==> src/rtl/thor2022_livetarget_trk_if.sv <==
// Rename-side interface of the Thor2022 live-target tracker: allocation,
// retirement, branch-miss recovery, rename lookup and live bitmaps.
interface thor2022_livetarget_trk_if #(
  parameter int REB_ENTRIES = 8,
  parameter int NREGS       = 32,
  parameter int NCREGS      = 16,
  parameter int TAGW        = $clog2(REB_ENTRIES)
);
  // alloc_i is a request qualified by alloc_rdy_o: an entry is allocated only on a
  // clock edge where both are high; alloc_tag_o names the entry taken on that edge.
  logic                      alloc_i;
  logic [$clog2(NREGS)-1:0]  alloc_rt_i;
  logic [$clog2(NCREGS)-1:0] alloc_ct_i;
  logic                      alloc_rdy_o;
  logic [TAGW-1:0]           alloc_tag_o;
  logic                      cmt_i;
  logic                      miss_i;
  logic [TAGW-1:0]           missid_i;
  logic [$clog2(NREGS)-1:0]  lk_reg_i;
  logic                      lk_valid_o;
  logic [TAGW-1:0]           lk_tag_o;
  logic [NREGS-1:0]          livetarget_o;
  logic [NCREGS-1:0]         ca_livetarget_o;
  logic                      busy_o;
  logic [TAGW:0]             count_o;
  logic                      state_o;

  modport slave (
    input  alloc_i, alloc_rt_i, alloc_ct_i, cmt_i, miss_i, missid_i, lk_reg_i,
    output alloc_rdy_o, alloc_tag_o, lk_valid_o, lk_tag_o, livetarget_o,
           ca_livetarget_o, busy_o, count_o, state_o
  );

  modport master (
    output alloc_i, alloc_rt_i, alloc_ct_i, cmt_i, miss_i, missid_i, lk_reg_i,
    input  alloc_rdy_o, alloc_tag_o, lk_valid_o, lk_tag_o, livetarget_o,
           ca_livetarget_o, busy_o, count_o, state_o
  );
endinterface

==> src/rtl/thor2022_livetarget_trk.sv <==
// Live-target tracker: youngest-producer maps for GPR/Ct targets with walk-based
// miss recovery. Define THOR2022_LT_FASTRECOVER_EN for single-cycle recovery.
module thor2022_livetarget_trk #(
  parameter int REB_ENTRIES = 8,
  parameter int NREGS       = 32,
  parameter int NCREGS      = 16,
  parameter int TAGW        = $clog2(REB_ENTRIES)
) (
  input  logic clk_i,
  input  logic rst_i,
  thor2022_livetarget_trk_if.slave bus
);
  localparam int RW = $clog2(NREGS);
  localparam int CW = $clog2(NCREGS);

  typedef enum logic {S_IDLE = 1'b0, S_WALK = 1'b1} state_t;

  state_t            r_state, w_state_nxt;
  logic [REB_ENTRIES-1:0] r_v;
  logic [RW-1:0]     r_rt [REB_ENTRIES];
  logic [CW-1:0]     r_ct [REB_ENTRIES];
  logic [TAGW-1:0]   r_head, r_tail, r_ptr, r_missid;
  logic [TAGW:0]     r_count;
  logic [NREGS-1:0]  r_mv, r_lt;
  logic [TAGW-1:0]   r_mtag [NREGS];
  logic [NCREGS-1:0] r_cmv, r_clt;
  logic [TAGW-1:0]   r_cmtag [NCREGS];

  logic              w_alloc_rdy, w_alloc_take, w_cmt_take, w_miss_hit;
  logic              w_walk_act, w_walk_ins;
  logic [TAGW-1:0]   w_miss_off, w_rt_tag_eff, w_ct_tag_eff;
  logic [RW-1:0]     w_h_rt;
  logic [CW-1:0]     w_h_ct;
  logic [REB_ENTRIES-1:0] w_kill;

  assign w_alloc_rdy  = (r_state == S_IDLE) && (r_count < (TAGW+1)'(REB_ENTRIES)) && !bus.miss_i;
  assign w_alloc_take = bus.alloc_i && w_alloc_rdy;
  assign w_cmt_take   = bus.cmt_i && (r_count != '0);
  // A miss counts only if its tag is occupied: circular offset from head below count.
  assign w_miss_off   = bus.missid_i - r_head;
  assign w_miss_hit   = bus.miss_i && ({1'b0, w_miss_off} < r_count);
  assign w_walk_act   = (r_state == S_WALK) && !w_miss_hit;
  assign w_walk_ins   = w_walk_act && r_v[r_ptr];

  assign w_h_rt = r_rt[r_head];
  assign w_h_ct = r_ct[r_head];
  // The retire-clear compares against the tag after this cycle's walk insert.
  assign w_rt_tag_eff = (w_walk_ins && r_rt[r_ptr] == w_h_rt) ? r_ptr : r_mtag[w_h_rt];
  assign w_ct_tag_eff = (w_walk_ins && r_ct[r_ptr] == w_h_ct) ? r_ptr : r_cmtag[w_h_ct];

  always_comb begin
    w_kill = '0;
    for (int i = 0; i < REB_ENTRIES; i++) begin
      logic [TAGW-1:0] off;
      off = TAGW'(i) - r_head;
      w_kill[i] = ({1'b0, off} < r_count) && (off > w_miss_off);
    end
  end

`ifdef THOR2022_LT_FASTRECOVER_EN
  logic [NREGS-1:0]  w_fr_mv;
  logic [TAGW-1:0]   w_fr_mtag [NREGS];
  logic [NCREGS-1:0] w_fr_cmv;
  logic [TAGW-1:0]   w_fr_cmtag [NCREGS];

  // Oldest-to-missid scan; later entries overwrite, a retiring head is excluded.
  always_comb begin
    w_fr_mv    = '0;
    w_fr_mtag  = r_mtag;
    w_fr_cmv   = '0;
    w_fr_cmtag = r_cmtag;
    for (int i = 0; i < REB_ENTRIES; i++) begin
      logic [TAGW-1:0] idx;
      idx = r_head + TAGW'(i);
      if (TAGW'(i) <= w_miss_off && r_v[idx] && !(w_cmt_take && i == 0)) begin
        if (r_rt[idx] != '0) begin
          w_fr_mv[r_rt[idx]]   = 1'b1;
          w_fr_mtag[r_rt[idx]] = idx;
        end
        if (r_ct[idx] != '0) begin
          w_fr_cmv[r_ct[idx]]   = 1'b1;
          w_fr_cmtag[r_ct[idx]] = idx;
        end
      end
    end
  end

  always_comb begin
    w_state_nxt = S_IDLE;
  end
  assign bus.busy_o = 1'b0;
`else
  always_comb begin
    w_state_nxt = r_state;
    if (w_miss_hit)
      w_state_nxt = S_WALK;
    else if (r_state == S_WALK && r_ptr == r_missid)
      w_state_nxt = S_IDLE;
  end
  assign bus.busy_o = (r_state == S_WALK);
`endif

  always_ff @(posedge clk_i) begin
    if (rst_i) begin
      r_state  <= S_IDLE;
      r_ptr    <= '0;
      r_missid <= '0;
    end else begin
      r_state <= w_state_nxt;
      if (w_miss_hit) begin
        r_ptr    <= r_head;
        r_missid <= bus.missid_i;
      end else if (w_walk_act) begin
        r_ptr <= r_ptr + 1'b1;
      end
    end
  end

  always_ff @(posedge clk_i) begin
    if (rst_i) begin
      r_v     <= '0;
      r_head  <= '0;
      r_tail  <= '0;
      r_count <= '0;
    end else begin
      if (w_miss_hit) begin
        r_v     <= r_v & ~w_kill;
        r_tail  <= bus.missid_i + 1'b1;
        r_count <= {1'b0, w_miss_off} + 1'b1 - (TAGW+1)'(w_cmt_take);
      end else begin
        r_tail  <= r_tail + TAGW'(w_alloc_take);
        r_count <= r_count + (TAGW+1)'(w_alloc_take) - (TAGW+1)'(w_cmt_take);
      end
      if (w_alloc_take) begin
        r_v[r_tail]  <= 1'b1;
        r_rt[r_tail] <= bus.alloc_rt_i;
        r_ct[r_tail] <= bus.alloc_ct_i;
      end
      if (w_cmt_take) begin
        r_v[r_head] <= 1'b0;
        r_head      <= r_head + 1'b1;
      end
    end
  end

  // Later non-blocking writes win: walk insert, then retire clear, then alloc.
  always_ff @(posedge clk_i) begin
    if (rst_i) begin
      r_mv  <= '0;
      r_cmv <= '0;
    end else begin
      if (w_miss_hit) begin
`ifdef THOR2022_LT_FASTRECOVER_EN
        r_mv    <= w_fr_mv;
        r_mtag  <= w_fr_mtag;
        r_cmv   <= w_fr_cmv;
        r_cmtag <= w_fr_cmtag;
`else
        r_mv  <= '0;
        r_cmv <= '0;
`endif
      end else begin
        if (w_walk_ins) begin
          if (r_rt[r_ptr] != '0) begin
            r_mv[r_rt[r_ptr]]   <= 1'b1;
            r_mtag[r_rt[r_ptr]] <= r_ptr;
          end
          if (r_ct[r_ptr] != '0) begin
            r_cmv[r_ct[r_ptr]]   <= 1'b1;
            r_cmtag[r_ct[r_ptr]] <= r_ptr;
          end
        end
        if (w_cmt_take) begin
          if (w_rt_tag_eff == r_head) r_mv[w_h_rt]  <= 1'b0;
          if (w_ct_tag_eff == r_head) r_cmv[w_h_ct] <= 1'b0;
        end
      end
      if (w_alloc_take) begin
        if (bus.alloc_rt_i != '0) begin
          r_mv[bus.alloc_rt_i]   <= 1'b1;
          r_mtag[bus.alloc_rt_i] <= r_tail;
        end
        if (bus.alloc_ct_i != '0) begin
          r_cmv[bus.alloc_ct_i]   <= 1'b1;
          r_cmtag[bus.alloc_ct_i] <= r_tail;
        end
      end
    end
  end

  always_ff @(posedge clk_i) begin
    if (rst_i) begin
      r_lt  <= '0;
      r_clt <= '0;
    end else begin
      r_lt  <= r_mv & ~NREGS'(1);
      r_clt <= r_cmv & ~NCREGS'(1);
    end
  end

  assign bus.alloc_rdy_o     = w_alloc_rdy;
  assign bus.alloc_tag_o     = r_tail;
  assign bus.lk_valid_o      = r_mv[bus.lk_reg_i];
  assign bus.lk_tag_o        = r_mtag[bus.lk_reg_i];
  assign bus.livetarget_o    = r_lt;
  assign bus.ca_livetarget_o = r_clt;
  assign bus.count_o         = r_count;
  assign bus.state_o         = r_state;
endmodule
==> src/flat_wrapper.sv <==
// flat-port wrapper written by rule: the top's interface ports become plain ports
module thor2022_livetarget_trk_flat 
#(
  parameter int REB_ENTRIES = 8,
  parameter int NREGS       = 32,
  parameter int NCREGS      = 16,
  parameter int TAGW        = $clog2(REB_ENTRIES)
)
  (clk_i, rst_i, bus_alloc_i, bus_alloc_rt_i, bus_alloc_ct_i, bus_cmt_i, bus_miss_i, bus_missid_i, bus_lk_reg_i, bus_alloc_rdy_o, bus_alloc_tag_o, bus_lk_valid_o, bus_lk_tag_o, bus_livetarget_o, bus_ca_livetarget_o, bus_busy_o, bus_count_o, bus_state_o);
  thor2022_livetarget_trk_if #(.REB_ENTRIES(REB_ENTRIES), .NREGS(NREGS), .NCREGS(NCREGS), .TAGW(TAGW)) bus_i ();
  input  logic clk_i;
  input  logic rst_i;
  input wire logic [$bits(bus_i.alloc_i)-1:0] bus_alloc_i;
  input wire logic [$bits(bus_i.alloc_rt_i)-1:0] bus_alloc_rt_i;
  input wire logic [$bits(bus_i.alloc_ct_i)-1:0] bus_alloc_ct_i;
  input wire logic [$bits(bus_i.cmt_i)-1:0] bus_cmt_i;
  input wire logic [$bits(bus_i.miss_i)-1:0] bus_miss_i;
  input wire logic [$bits(bus_i.missid_i)-1:0] bus_missid_i;
  input wire logic [$bits(bus_i.lk_reg_i)-1:0] bus_lk_reg_i;
  output wire logic [$bits(bus_i.alloc_rdy_o)-1:0] bus_alloc_rdy_o;
  output wire logic [$bits(bus_i.alloc_tag_o)-1:0] bus_alloc_tag_o;
  output wire logic [$bits(bus_i.lk_valid_o)-1:0] bus_lk_valid_o;
  output wire logic [$bits(bus_i.lk_tag_o)-1:0] bus_lk_tag_o;
  output wire logic [$bits(bus_i.livetarget_o)-1:0] bus_livetarget_o;
  output wire logic [$bits(bus_i.ca_livetarget_o)-1:0] bus_ca_livetarget_o;
  output wire logic [$bits(bus_i.busy_o)-1:0] bus_busy_o;
  output wire logic [$bits(bus_i.count_o)-1:0] bus_count_o;
  output wire logic [$bits(bus_i.state_o)-1:0] bus_state_o;
  assign bus_i.alloc_i = bus_alloc_i;
  assign bus_i.alloc_rt_i = bus_alloc_rt_i;
  assign bus_i.alloc_ct_i = bus_alloc_ct_i;
  assign bus_i.cmt_i = bus_cmt_i;
  assign bus_i.miss_i = bus_miss_i;
  assign bus_i.missid_i = bus_missid_i;
  assign bus_i.lk_reg_i = bus_lk_reg_i;
  assign bus_alloc_rdy_o = bus_i.alloc_rdy_o;
  assign bus_alloc_tag_o = bus_i.alloc_tag_o;
  assign bus_lk_valid_o = bus_i.lk_valid_o;
  assign bus_lk_tag_o = bus_i.lk_tag_o;
  assign bus_livetarget_o = bus_i.livetarget_o;
  assign bus_ca_livetarget_o = bus_i.ca_livetarget_o;
  assign bus_busy_o = bus_i.busy_o;
  assign bus_count_o = bus_i.count_o;
  assign bus_state_o = bus_i.state_o;
  thor2022_livetarget_trk #(.REB_ENTRIES(REB_ENTRIES), .NREGS(NREGS), .NCREGS(NCREGS), .TAGW(TAGW)) u_core (.clk_i(clk_i), .rst_i(rst_i), .bus(bus_i));
endmodule
==> config.mk <==
export PLATFORM = sky130hd
export DESIGN_NAME = thor2022_livetarget_trk_flat
export DESIGN_NICKNAME = d
export VERILOG_FILES = /design/src/rtl/thor2022_livetarget_trk_if.sv /design/src/rtl/thor2022_livetarget_trk.sv /design/src/flat_wrapper.sv
export SDC_FILE = /design/constraint.sdc
export NUM_CORES = 1
export LEC_CHECK = 0
export CAP_MARGIN = 30
export CORE_ASPECT_RATIO = 0.6
export CORE_MARGIN = 4
export CORE_UTILIZATION = 48
export DETAILED_ROUTE_END_ITERATION = 12
export MAX_ROUTING_LAYER = met4
export PLACE_DENSITY = 0.66
export SYNTH_ARGS = -nofsm -noshare
export SYNTH_HDL_FRONTEND = slang
export SYNTH_SLANG_ARGS = --single-unit
==> constraint.sdc <==
create_clock -name clk_i -period 6.6 [get_ports clk_i]
set_clock_uncertainty 0.2 [all_clocks]
set_input_delay 1.32 -clock clk_i [delete_from_list [all_inputs] [get_ports clk_i]]
set_output_delay 1.32 -clock clk_i [all_outputs]
set_load 0.01 [all_outputs]
==> impl_metrics.tcl, run 1 <==
set metrics [dict create \
    synth_top_family_by_area "multiplexers" \
    ctsHoldBuffers 0 \
    routed_wl_um 47500 \
    ys_ff_latch 340 \
    top_layer "met4" \
    async_flop_share 0 \
    grt_pass1_vias 11800 \
    yosysWarnings 0 \
    start_util 0.489 \
    synth_edf_count 216 \
    hold_depth 1 \
    die_y_um 155 \
    cts_num_sinks 340 \
    syn-cell-area_um2 17200 \
    postSynthAreaPerCell_um2 11.8 \
    worstPathMaxFanout 7 \
    vias 12500 \
    grt_max_degree 84 \
    finalMaxSlewViolations 0 \
    min_path_type "flop to flop" \
    wl_met1_um 22600 \
    viasPerCell 6.21 \
    path_clk_slew_ns 0.07 \
    synthTopCellsByCount "edfxtp_1, nor2_1, dfxtp_1, mux2i_1, nand2_1" \
    max_slew_margin 0.289 \
    grt_use_total 0.249 \
    crit_cells 16 \
    grt_pass1_wl_um 72700 \
    synthesis.instances 1452 \
    synth_xor_area_frac 0.0137 \
    r2r_cells 13 \
    synth_mux_area_frac 0.181 \
    fmax_mhz 176 \
    synth_adder_area_share 0.0372 \
    drtPass1Iterations 6 \
    dpl-instance-area_um2 18600 \
    area_delta_synth_final_pct 14.9 \
    r2r_start "u_core.r_head[1]" \
    n_fill_cell 2901 \
    port-buffer-count 81 \
    synth-simple-area-share 0.119 \
    maxCapViolations 0 \
    synth_compound_area_frac 0.0980 \
    clk_latency_ns 0.53 \
    synth.distinct_cells 59 \
    place_ws_ns 0.500 \
    gp_congestion 0.936 \
    power_density_nw_per_um2 370 \
    yosys.area.top_type_share 0.377 \
    worst_pin_slew_ns 1.04 \
    dr_wl_met2_um 18300 \
    status "finished clean" \
    finalCritPeriodShare 0.863 \
    start_kind "primary input" \
    yosys.area.top_type "edfxtp_1" \
    cts-resized-gates 0 \
    rsz0062_at_grt "no" \
    period_minus_slack_ns 5.70 \
    worst_slack_ns 0.903 \
    synth-main-ff-cell "edfxtp_1" \
    drc 0 \
    hold_viol_final 0 \
    ir_worst_vdd_mv 0.180 \
    final-setup-viol-count 0 \
    die_w_um 252 \
    place_hpwl_um 34100 \
    layout.cells.non_filler 2014 \
    fin_setup_tns_ns 0 \
    synth_most_common_cell "edfxtp_1" \
    design_area_um2 19800 \
    ys_seq_area_frac 0.521 \
    row_count 53 \
    dp.cells 1955 \
    cp-end-kind "flop" \
    drive_gt1_frac 0.133 \
    antenna_found_initial 0 \
    crit_chain "clkdlybuf4s50_1 > inv_1 > ha_1 > inv_1 > fa_1 > xnor2_1 > xor2_1 > ha_1 > o21a_1 > o2111ai_1 > or3_1 > o211ai_1 > nor4_1 > mux2i_1 > or4_1 > a21o_1" \
    wl_met3_um 5780 \
    r2r_setup_slack_ns 1.29 \
    fp.dieArea_um2 39000 \
    min-delay-start "u_core.r_cmv[6]" \
    cp_slowest_cell "or4_1" \
    required_ns 6.83 \
    timing.rr.end "u_core.r_mv[28]" \
    antenna_left 0 \
    drtIter0Drc 1426 \
    cts_root_buf "clkbuf_16" \
    hold_end "u_core.bus.ca_livetarget_o[6]" \
    critPathKind "primary input to flop" \
    synth_area_leaders "edfxtp_1, dfxtp_1, mux4_2" \
    power.static_leakage_nw 6.92 \
    core_um2 35100 \
    critical-path-top-delay-family "simple AND/OR/NAND/NOR gates" \
    regArea_um2 8970 \
    post_drt_wl_per_cell_um 23.6 \
    nets 1597 \
    grt-ovfl-total 0 \
    cts_buffer_depth 3 \
    antenna_cells 0 \
    cts_made_buffers 34 \
    htreeDepth 2 \
    max_stage_delay_ns 0.74 \
    post_cts_buffers 0 \
    crit_arrival_ns 5.92 \
    io_pins 84 \
    cp_num_buf_inv 3 \
    multi_input_area_um2 7770 \
    cts_tree "built" \
]
-- area by class of cell --
class,count,share of cell area
multi-input cells,997,0.393
clock buffers,42,0.0494
well taps,467,0.0296
repair buffers,121,0.0585
clock inverters,16,0.00950
inverters,31,0.00589
flip-flops and latches,340,0.454
-- layer usage --
metal,vias to the layer above,GRT usage
li1,5591,-
met1,6194,0.395
met2,661,0.310
met3,66,0.0763
met4,0,0.0512
met5,-,-
-- worst max path at each step --
stage	start	end	slack, ns
after global routing	bus_missid_i[0]	u_core.r_mv[28]	0.75
after CTS	bus_missid_i[0]	u_core.r_mv[28]	1.02
final	bus_missid_i[0]	u_core.r_mv[28]	0.90
after global placement	bus_missid_i[0]	u_core.r_mv[28]	0.62
after floorplan	bus_missid_i[0]	u_core.r_mv[28]	1.60
after detailed placement	bus_missid_i[0]	u_core.r_mv[28]	0.50
-- cells in the final DEF, fill, tap and decap left out, types with 16 or more instances in the layout --
cell type | synthesis | layout
o22a_1 | 24 | 24
a21oi_1 | 62 | 62
mux2i_1 | 115 | 113
nand2_1 | 81 | 81
buf_4 | 5 | 33
ha_1 | 48 | 48
nor2_1 | 186 | 186
nor2b_1 | 50 | 50
a21o_1 | 16 | 16
mux4_2 | 76 | 76
nor3_1 | 35 | 35
mux2_2 | 20 | 20
xnor2_1 | 19 | 19
a31oi_1 | 23 | 23
inv_1 | 29 | 29
clkdlybuf4s50_1 | 0 | 79
edfxtp_1 | 216 | 216
dfxtp_1 | 124 | 124
nand3_1 | 16 | 16
clkbuf_16 | 0 | 38
o21ai_0 | 67 | 66
-- power breakdown --
group          internal (W)  total (W)  leakage [nW]  switching, W
Sequential          0.00246    0.00264          2.98      0.000177
Combinational      0.000993    0.00264          3.36       0.00165
Clock               0.00121    0.00203         0.572      0.000824
-- flip-flops by register name (all words and copies together) (netlist names), named ones only --
| signal | count |
|---|---|
| u_core.bus.alloc_tag_o | 3 |
| u_core.bus.busy_o | 1 |
| u_core.bus.ca_livetarget_o | 15 |
| u_core.bus.count_o | 4 |
| u_core.bus.livetarget_o | 31 |
| u_core.r_cmtag | 48 |
| u_core.r_cmv | 15 |
| u_core.r_ct | 32 |
| u_core.r_head | 3 |
| u_core.r_missid | 3 |
| u_core.r_mtag | 96 |
| u_core.r_mv | 32 |
| u_core.r_ptr | 3 |
| u_core.r_rt | 40 |
| u_core.r_v | 8 |
-- logic make-up after synthesis --
logic type | count (synthesis)
compound gates | 264
flops | 340
fa+ha+maj | 50
mux | 213
buf+inv | 122
xor+xnor | 27
other cells | 1
simple gates | 435
-- per-stage QoR --
step | hold slack (ns) | utilization | total power, W
after detailed placement | 0.259 | 0.528 | 0.00525
after global routing | 0.280 | 0.562 | 0.00765
after floorplan | 0.209 | - | 0.00444
after global placement | 0.257 | 0.526 | 0.00520
after CTS | 0.267 | 0.562 | 0.00727
final | 0.270 | 0.562 | 0.00731
(Power assumes the default switching activity.)
==> run 2, diff against run 1 <==
--- a/config.mk
+++ b/config.mk
@@ -9,6 +9,7 @@
 export CORE_ASPECT_RATIO = 0.6
 export CORE_MARGIN = 4
 export CORE_UTILIZATION = 48
+export CTS_CLUSTER_DIAMETER = 40
 export DETAILED_ROUTE_END_ITERATION = 12
 export MAX_ROUTING_LAYER = met4
 export PLACE_DENSITY = 0.66
==> run 2 against run 1 <==
  * Global-route usage decreased by 0.061 points
  * Non-clock buffer count unchanged
  * Sequential power about the same
  * Setup slack improved by 0.012 ns
  * Final cell count increased by 0.40%
  * First-iteration DRC count decreased by 0.91%
  * Sequential cell count unchanged
  * Largest cell class unchanged
  * Clock power increased by 4%
  * Critical endpoint unchanged
  * Routed wire length decreased by 0.26%
  * Clock-buffer cell count increased by 8
  * Power increased by 0.95%
  * Die area unchanged
==> impl_metrics.tcl, run 2 (same netlist as run 1, synthesis figures left out) <==
set metrics [dict create \
    grt_pass1_vias 11800 \
    path_clk_slew_ns 0.06 \
    hold_ws_ns 0.269 \
    fin_util 0.564 \
    final-setup-viol-count 0 \
    place_hpwl_um 34100 \
    grt_pass1_wl_um 72500 \
    status "finished clean" \
    viasPerCell 6.19 \
    vias 12500 \
    final_common_cell "edfxtp_1" \
    post_cts_buffers 0 \
    finalMaxSlewViolations 0 \
    worst_pin_slew_ns 1.10 \
    gp_congestion 0.936 \
    n_fill_cell 2907 \
    port-buffer-count 81 \
    r2r_start "u_core.r_head[1]" \
    r2r_setup_slack_ns 1.31 \
    cts_root_buf "clkbuf_16" \
    area_delta_synth_final_pct 15.3 \
    required_ns 6.82 \
    layout.cells.non_filler 2022 \
    cp-end-kind "flop" \
    fp.dieArea_um2 39000 \
    drc 0 \
    htreeDepth 2 \
    cts_made_buffers 37 \
    largest_register_ffs 96 \
    ir_worst_vdd_mv 0.210 \
    hold_viol_final 0 \
    r2r_cells 13 \
    drtIter0Drc 1413 \
    routed_wl_um 47400 \
    hold_end "u_core.bus.ca_livetarget_o[6]" \
    power_density_nw_per_um2 372 \
    fin_setup_tns_ns 0 \
    die_w_um 252 \
    cts_tree "built" \
    nets 1600 \
    core_um2 35100 \
    hold_depth 1 \
    worstPathMaxFanout 7 \
    ctsHoldBuffers 0 \
    timing.rr.end "u_core.r_mv[28]" \
    cts_buffer_depth 3 \
    drtPass1Iterations 5 \
    reg.largest.list "u_core.r_mtag: 96 flops, u_core.r_cmtag: 48 flops, u_core.r_rt: 40 flops" \
    rsz0062_at_grt "no" \
    antenna_found_initial 0 \
    fmax_mhz 176 \
    row_count 53 \
    period_minus_slack_ns 5.68 \
    min-delay-start "u_core.r_cmv[6]" \
    drive_gt1_frac 0.136 \
    cts-resized-gates 0 \
    critPathKind "primary input to flop" \
    grt_use_total 0.249 \
    grt_max_degree 84 \
    finalCritPeriodShare 0.861 \
    dp.cells 1955 \
    maxCapViolations 0 \
    io_pins 84 \
    power.static_leakage_nw 6.94 \
    post_drt_wl_per_cell_um 23.4 \
    grt-ovfl-total 0 \
    clk_latency_ns 0.53 \
    max_slew_margin 0.245 \
    min_path_type "flop to flop" \
    die_y_um 155 \
    start_kind "primary input" \
    crit_arrival_ns 5.91 \
    cts_num_sinks 340 \
    start_util 0.489 \
    antenna_cells 0 \
    regMostFlops "u_core.r_mtag" \
    antenna_left 0 \
    final_cell_mix "edfxtp_1, nor2_1, dfxtp_1" \
]
[run 2: stage by stage]
step	area, um2	total power, W	setup slack (ns)
6_report	19800	0.00738	0.915
4_1_cts	19800	0.00735	1.03
3_3_place_gp	18500	0.00520	0.624
3_5_place_dp	18600	0.00525	0.500
2_1_floorplan	17200	0.00444	1.60
5_1_grt	19800	0.00773	0.751
[run 2: layout make-up]
cell class                      count  area [um2]  share of cell area
Clock buffer                       50        1050              0.0529
Clock inverter                     16         199              0.0100
Inverter                           31         116             0.00587
Multi-Input combinational cell    997        7770               0.392
Sequential cell                   340        8970               0.452
Tap cell                          467         584              0.0295
Timing Repair Buffer              121        1140              0.0577
[run 2: power by group]
group          switching (W)  internal [W]  total, W  leakage [nW]
Combinational        0.00164      0.000991   0.00263          3.36
Sequential          0.000176       0.00246   0.00264          2.98
Clock               0.000860       0.00125   0.00211         0.604
[run 2: how the worst max path moves through the flow]
stage / start / endpoint / slack, ns / cells past startpoint
after floorplan: bus_missid_i[0] / u_core.r_mv[28] / 1.60 / 15
after global placement: bus_missid_i[0] / u_core.r_mv[28] / 0.62 / 15
after detailed placement: bus_missid_i[0] / u_core.r_mv[28] / 0.50 / 15
after CTS: bus_missid_i[0] / u_core.r_mv[28] / 1.03 / 15
after global routing: bus_missid_i[0] / u_core.r_mv[28] / 0.75 / 15
final: bus_missid_i[0] / u_core.r_mv[28] / 0.92 / 16
[run 2: critical path: stages]
cell	delay [ns]
clkdlybuf4s50_1	0.49
inv_1	0.10
ha_1	0.15
inv_1	0.08
fa_1	0.39
xnor2_1	0.19
xor2_1	0.28
ha_1	0.29
o21a_1	0.14
o2111ai_1	0.42
or3_1	0.29
o211ai_1	0.11
nor4_1	0.39
mux2i_1	0.28
or4_1	0.74
a21o_1	0.23
[run 2: metal layers]
metal,track usage,wire [um],up-vias
met1,0.400,22600,6151
met3,0.0692,5660,77
met2,0.306,18400,666
met4,0.0538,822,0
li1,-,-,5623
met5,-,0,-
